<file path="src/rtl/uart_send.sv">
// UART 8N1 byte transmitter: a small byte FIFO feeds a serialiser that sends
// frames LSB first on dout, back-to-back while bytes are queued.
module uart_send #(
  parameter int unsigned CLK_FREQ   = 100_000_000,
  parameter int unsigned BAUD       = 9600,
  parameter int unsigned FIFO_DEPTH = 4
) (
  input  logic       clk,
  input  logic       rst,
  input  logic       valid,
  input  logic [7:0] data,
  output logic       ready,
  output logic       dout,
  output logic       busy
);

  localparam int unsigned DIV = CLK_FREQ / BAUD;
  localparam int unsigned CW  = $clog2(DIV);
  localparam int unsigned AW  = $clog2(FIFO_DEPTH);

  typedef enum logic [1:0] {IDLE, START, DATA, STOP} state_t;

  state_t        state;
  logic [CW-1:0] cnt;
  logic [2:0]    idx;
  logic [7:0]    shift;

  logic [7:0]    mem [FIFO_DEPTH];
  logic [AW-1:0] wr_ptr;
  logic [AW-1:0] rd_ptr;
  logic [AW:0]   count;

  logic push;
  logic pop;
  logic cnt_last;

  assign cnt_last = (cnt == CW'(DIV - 1));
  assign ready    = (count != (AW + 1)'(FIFO_DEPTH));
  assign push     = valid && ready;
  // The head is taken from IDLE, or on the last stop-bit cycle so the next
  // start bit follows with no idle gap.
  assign pop      = (count != '0) &&
                    ((state == IDLE) || ((state == STOP) && cnt_last));
  assign busy     = (state != IDLE) || (count != '0);

  always_ff @(posedge clk) begin
    if (push) mem[wr_ptr] <= data;
  end

  always_ff @(posedge clk or negedge rst) begin
    if (!rst) begin
      wr_ptr <= '0;
      rd_ptr <= '0;
      count  <= '0;
    end else begin
      if (push) wr_ptr <= wr_ptr + AW'(1);
      if (pop)  rd_ptr <= rd_ptr + AW'(1);
      case ({push, pop})
        2'b10:   count <= count + (AW + 1)'(1);
        2'b01:   count <= count - (AW + 1)'(1);
        default: count <= count;
      endcase
    end
  end

  always_ff @(posedge clk or negedge rst) begin
    if (!rst) begin
      state <= IDLE;
      cnt   <= '0;
      idx   <= '0;
      shift <= '0;
      dout  <= 1'b1;
    end else begin
      case (state)
        IDLE: begin
          dout <= 1'b1;
          cnt  <= '0;
          if (pop) begin
            shift <= mem[rd_ptr];
            state <= START;
            dout  <= 1'b0;
          end
        end
        START: begin
          if (cnt_last) begin
            cnt   <= '0;
            idx   <= '0;
            state <= DATA;
            dout  <= shift[0];
          end else begin
            cnt <= cnt + CW'(1);
          end
        end
        DATA: begin
          if (cnt_last) begin
            cnt <= '0;
            if (idx == 3'd7) begin
              state <= STOP;
              dout  <= 1'b1;
            end else begin
              idx  <= idx + 3'd1;
              dout <= shift[idx + 3'd1];
            end
          end else begin
            cnt <= cnt + CW'(1);
          end
        end
        STOP: begin
          if (cnt_last) begin
            cnt <= '0;
            if (pop) begin
              shift <= mem[rd_ptr];
              state <= START;
              dout  <= 1'b0;
            end else begin
              state <= IDLE;
              dout  <= 1'b1;
            end
          end else begin
            cnt <= cnt + CW'(1);
          end
        end
        default: begin
          state <= IDLE;
          cnt   <= '0;
          dout  <= 1'b1;
        end
      endcase
    end
  end

endmodule

</file>
<file path="config.mk">
export PLATFORM = sky130hd
export DESIGN_NAME = uart_send
export DESIGN_NICKNAME = d
export VERILOG_FILES = /design/src/rtl/uart_send.sv
export SDC_FILE = /design/constraint.sdc
export NUM_CORES = 1
export LEC_CHECK = 0
export CAP_MARGIN = 10
export CORE_ASPECT_RATIO = 1.5
export CORE_MARGIN = 10
export CORE_UTILIZATION = 50
export CTS_BUF_LIST = sky130_fd_sc_hd__clkbuf_16
export CTS_CLUSTER_SIZE = 28
export DETAILED_ROUTE_END_ITERATION = 10
export MAX_ROUTING_LAYER = met4
export PLACE_DENSITY = 0.68
export SLEW_MARGIN = 40
export SYNTH_ARGS = -nofsm -noshare
export SYNTH_HDL_FRONTEND = slang
export SYNTH_SLANG_ARGS = --single-unit
export TNS_END_PERCENT = 20
</file>
<file path="constraint.sdc">
create_clock -name clk -period 3.6 [get_ports clk]
set_input_delay 0.54 -clock clk [delete_from_list [all_inputs] [get_ports clk]]
set_output_delay 0.54 -clock clk [all_outputs]
set_load 0.01 [all_outputs]
</file>
# Yosys cells after proc, flatten, opt, wreduce, memory -nomap -nowiden
# Memory sizes are Yosys's and may differ from the RTL's.
# Cells that the tools add are included.
dict set report word_totals {
  reg_bits 35
  ram_bits 32
  input_bits 11
  output_inout_bits 3
  memories 1
}
# name depth width rd rd_clocked_by_memory_dff wr line
set memory_table {}
lappend memory_table {mem 4 8 1 0 1 28} ;# logic [7:0] mem [FIFO_DEPTH];
dict set report op_classes {
  addsub 6
  order_cmp 1
  n_eq_ne 14
  muxes 27
  n_reduce_logical 16
}
# op n
set op_table {}
lappend op_table {{$pmux 14 s2} 1}
lappend op_table {{$mux 8} 2}
lappend op_table {{$pmux 8 s2} 1}
lappend op_table {{$add 14x1->14 const B} 1}
lappend op_table {{$eq 14x14->1 const B} 1}
lappend op_table {{$mux 14} 1}
lappend op_table {{$ne 2x2->1 const B} 6}
lappend op_table {{$pmux 3 s2} 2}
lappend op_table {{$mux 2} 5}
lappend op_table {{$mux 1} 9}
lappend op_table {{$mux 3} 3}
lappend op_table {{$pmux 2 s4} 1}
lappend op_table {{$reduce_bool 2->1} 4}
lappend op_table {{$add 3x1->3 const B} 2}
lappend op_table {{$eq 2x2->1 const B} 3}
lappend op_table {{$reduce_and 5->1} 1}
lappend op_table {{$add 2x1->2 const B} 2}
lappend op_table {{$eq 2x1->1 const B} 2}
lappend op_table {{$lt 3x4->1 const B} 1}
lappend op_table {{$pmux 1 s4} 1}
lappend op_table {{$reduce_and 4->1} 1}
lappend op_table {{$bmux 1 s3} 1}
lappend op_table {{$eq 3x3->1 const B} 1}
lappend op_table {{$logic_and 1x1->1} 3}
lappend op_table {{8 further kinds} 9}

# Depth between registers and ports, before layout
dict set report logic_depth {
  ltp_word 7
  ltp_mapped 9
  ltp_nobuf 9
}

# Worst setup path after synthesis
# Ideal clock, no wire load.
dict set report synth_path {
  path_type {register -> register}
  startpoint {register cnt[4]}
  endpoint {register count[1]}
  setup_ns 0.125
  arrival_time_ns 2.575
  t_required_ns 3.475
  setup_slack_ns 0.901
  path_stages_with_launch 7
  path_buffers 0
  synth_period_minus_slack_ns 2.699
  cell_sequence {dfrtp_1 -> or4b_4 -> or4_4 -> o22ai_2 -> ha_1 -> fa_1 -> mux2_2}
}
dict set report synth_between {
  elab_chain_cells 6
}
# element line
set synth_rtl {}
lappend synth_rtl {{from (decl)} 24} ;# logic [CW-1:0] cnt;
lappend synth_rtl {{from (signal assigned)} 91} ;# cnt <= cnt + CW'(1);
lappend synth_rtl {{from (signal assigned)} 105} ;# cnt <= cnt + CW'(1);
lappend synth_rtl {{from (signal assigned)} 120} ;# cnt <= cnt + CW'(1);
lappend synth_rtl {{$eq 14x14->1 *} 37} ;# assign cnt_last = (cnt == CW'(DIV - 1));
lappend synth_rtl {{$logic_and 1x1->1 *} 43} ;# ((state == IDLE) || ((state == STOP) && cnt_last));
lappend synth_rtl {{$logic_or 1x1->1 *} 43}
lappend synth_rtl {{$logic_and 1x1->1 *} 42} ;# assign pop = (count != '0) &&
lappend synth_rtl {{net pop} 34} ;# logic pop;
lappend synth_rtl {{$eq 2x1->1 / $eq 2x2->1 (equally long branches)} 58} ;# case ({push, pop})
lappend synth_rtl {{$pmux 3 s2 / $reduce_bool 2->1 (equally long branches)} n/a}
lappend synth_rtl {{to (signal assigned)} 59} ;# 2'b10: count <= count + (AW + 1)'(1);
lappend synth_rtl {{to (signal assigned)} 60} ;# 2'b01: count <= count - (AW + 1)'(1);
lappend synth_rtl {{to (signal assigned)} 61} ;# default: count <= count;
lappend synth_rtl {{to (decl)} 31} ;# logic [AW:0] count;
# The timed path passes the listed nets; every way through them passes the cells marked *.
# A chain may end at the register's enable or synchronous reset.

# Final worst setup path
# Ends and elaborated chain as after synthesis.

==> metrics <==
Clock Path Buffers=2; grt ovf=0; fill cell count=~460; worst-path fanout max=5; PwrDens=between 800 and 900 nW/µm²; Layout Nets=about 260; EDFF count, synth=32; clock share of power=32.7%; largest area contributor in the netlist=edfxtp_1; CTS Hold Bufs=0; number of global-route vias before repair=roughly 1900; prevailing post-synth register cell=dfrtp_1; Max-Cap Viols=0; Reg power frac=roughly 40%; clock-pin slew on the worst setup and hold paths=approximately 0.060 ns; Post-synth ARST share=between 50 and 60%; Skew-Pair Late Insertion Delay=approximately 0.33 ns; synth unique cells=44; Core ar.=between 5000 and 6000 µm²; Area contributors post-synth=edfxtp_1 (32%), dfrtp_1 (28%), mux4_2 (5.9%); Inserted Diodes=0; cell-internal power=between 2 and 2.5 mW; WP data arrival=3.05 ns; CTS tree=built; DRT iter0 DRCs=between 150 and 200; Slew Limit Fails=0; synthesized netlist cell count=between 200 and 250; Combinational Power Share=approximately 27%; Yosys warning count=0; required time of the critical path=between 3 and 4 ns; vias post-DR=~1800; # DRC=0; CTS Buf Count=9; Die ar.=9640 µm²; worst r2r path cells=6; Clock Sinks=67; Net Switching=878 µW; startpoint types=flip-flop; Max Clock Skew=0.00764 ns; Clock Root Buffer=clkbuf_16; setup violators final=0; Net Sw Frac=roughly 30%; Hold WC Path Type=flip-flop to flip-flop; fin crit period=around 2.8 ns; Crit Reg-Reg Startpoint=cnt[4]$_DFF_PN0_; Crit. End Element=flip-flop; WL/cell=16.1 µm; cell count of the worst hold path=1; maximum clock frequency=353 MHz; number of hold violations in the final report=0; register-to-register setup slack=around 0.77 ns; final worst path period share=78.7%; worst-margin pin slew=about 0.64 ns; PortBufs=13; Routed Antenna Nets=0; Die X=83.6 µm; worst hold slack=between 0.4 and 0.5 ns; VDD IR max=about 480 µV; setup TNS=0 ns; Finished Cell Area=about 3600 µm²; most numerous cell in the Yosys netlist=dfrtp_1; GP Congestion=~0.88; Die Ht=between 100 and 150 µm; post-CTS setup buffer count=0; Critical Path End=count[1]$_DFFE_PN0P_; Post-DP Area=about 3200 µm²; sequential fraction of the synthesis area=about three fifths; worst r2r dst=count[1]$_DFFE_PN0P_; Leak=roughly 1.4 nW; GR Util All Layers=12.0%; syn avg cell area=14.0 µm²; Area Growth Syn to Fin=18.3%; dpl cells=299; I/O Pins=14; cells resized by post-CTS repair=0; pre-CTS WS=0.760 ns; non-filler cells, final=about 320; Crit Path Class=flip-flop to flip-flop; Setup crit start=cnt[4]$_DFF_PN0_; Cell Area, Synth=slightly above 3000 µm²; Max-slew headroom=57.5%; Synth top cells by count=dfrtp_1 (34), edfxtp_1 (32), nor2_1 (16), nand2_1 (13), ha_1 (12); share of Yosys cell area claimed by the top area cell type=31.7%; initial antenna violation count=0; Final WS setup=between 0.7 and 0.8 ns; RSZ-0062 raised after global routing=no; post-synthesis register bit count=between 60 and 70; Std-Cell Rows=34; aggregate routed wire length=approximately 5100 µm; initial core utilization=between 50% and 60%; status=finished clean; syn_nets=240; routed vias/inst=between 5 and 6; depth of the CTS H-tree=3; first-pass GRT wire length=~9000 µm; fraction of layout instances using a drive strength above 1=a little under a fifth; largest net degree at the start of global routing=36; Pre-Repair DR Iteration Count=4; Final HPWL DP=3550 µm
[worst min path at each step]
stage,startpoint,to,slack (ns)
floorplan,rst,cnt[0]$_DFF_PN0_,0.24
global placement,cnt[0]$_DFF_PN0_,cnt[0]$_DFF_PN0_,0.48
detailed placement,cnt[0]$_DFF_PN0_,cnt[0]$_DFF_PN0_,0.48
CTS,count[2]$_DFFE_PN0P_,count[2]$_DFFE_PN0P_,0.50
global route,shift[1]$_DFFE_PN0P_,shift[1]$_DFFE_PN0P_,0.53
finish,count[2]$_DFFE_PN0P_,count[2]$_DFFE_PN0P_,0.49
[state kept, by name (all words and copies together), names as in the netlist]
| name | cells |
|---|---|
| cnt | 14 |
| count | 3 |
| dout | 1 |
| idx | 3 |
| mem | 32 |
| rd_ptr | 2 |
| shift | 8 |
| state | 2 |
| wr_ptr | 2 |
[power groups by stage]
stage | logic [mW] | clock network, mW | registers, mW
3_5_place_dp | 0.803 | 0 | 1.20
6_report | 0.795 | 0.961 | 1.18
4_1_cts | 0.811 | 0.978 | 1.19
3_3_place_gp | 0.792 | 0 | 1.20
2_1_floorplan | 0.660 | 0 | 1.12
5_1_grt | 0.904 | 1.02 | 1.22
[cell usage in the layout, fill, tap and decap left out, types with 2 or more instances in the layout]
cell type / instances
xor2_1: 9
and3_1: 4
clkdlybuf4s50_1: 13
nor4_1: 2
bufinv_16: 2
nand4_1: 2
inv_8: 2
nand2_1: 13
mux4_2: 8
mux2_2: 10
xnor2_1: 7
inv_6: 2
a22o_1: 5
a21oi_1: 3
clkbuf_16: 9
edfxtp_1: 32
or4_1: 2
dfrtp_1: 34
inv_1: 9
nor3_1: 3
ha_1: 12
mux2i_1: 5
buf_4: 2
nand3_1: 6
or3_1: 2
nor2_1: 16
nand2b_1: 3
o21ai_0: 5
[stage by stage]
step / power, mW / utilization (%)
CTS: 2.98 / 61.5
detailed placement: 2.00 / 55.8
finish: 2.94 / 61.5
floorplan: 1.78 / -
global placement: 1.99 / 55.8
global route: 3.14 / 61.5
[layout make-up]
| type | instances | area, µm² | area share [%] |
|---|---|---|---|
| clock inverter | 7 | 108 | 3.00 |
| tap | 72 | 90.1 | 2.51 |
| inverter | 9 | 33.8 | 0.943 |
| sequential | 67 | 1840 | 51.3 |
| multi-input combinational | 136 | 1140 | 31.9 |
| timing repair buffer | 15 | 145 | 4.05 |
| clock buffer | 9 | 225 | 6.29 |
[logic make-up after synthesis]
family / Yosys count / synth area share, %
AO/OA/AOI/OAI: 20 / 4.71
XOR/XNOR: 16 / 4.63
adder cells (fa/ha/maj): 13 / 5.62
buffers and inverters: 13 / 1.61
flip-flops: 67 / 60.7
multiplexers: 24 / 11.7
AND/OR/NAND/NOR: 63 / 11.1
[critical path: stages, from the launching register on]
cell and delay, ns:
dfrtp_1 0.40, or4b_4 0.56, or4_4 0.57, o22ai_2 0.25, ha_1 0.26, fa_1 0.42
mux2_2 0.26
[metal layers]
metal  vias to the layer above  routed length (µm)  track usage (%)
li1                        838                   -                -
met1                       879                2110             12.5
met2                        30                2750             20.8
met3                        10                 118             2.19
met4                         0                 104             7.05
met5                         -                   0                -
Power figures use the tool's default switching activity.
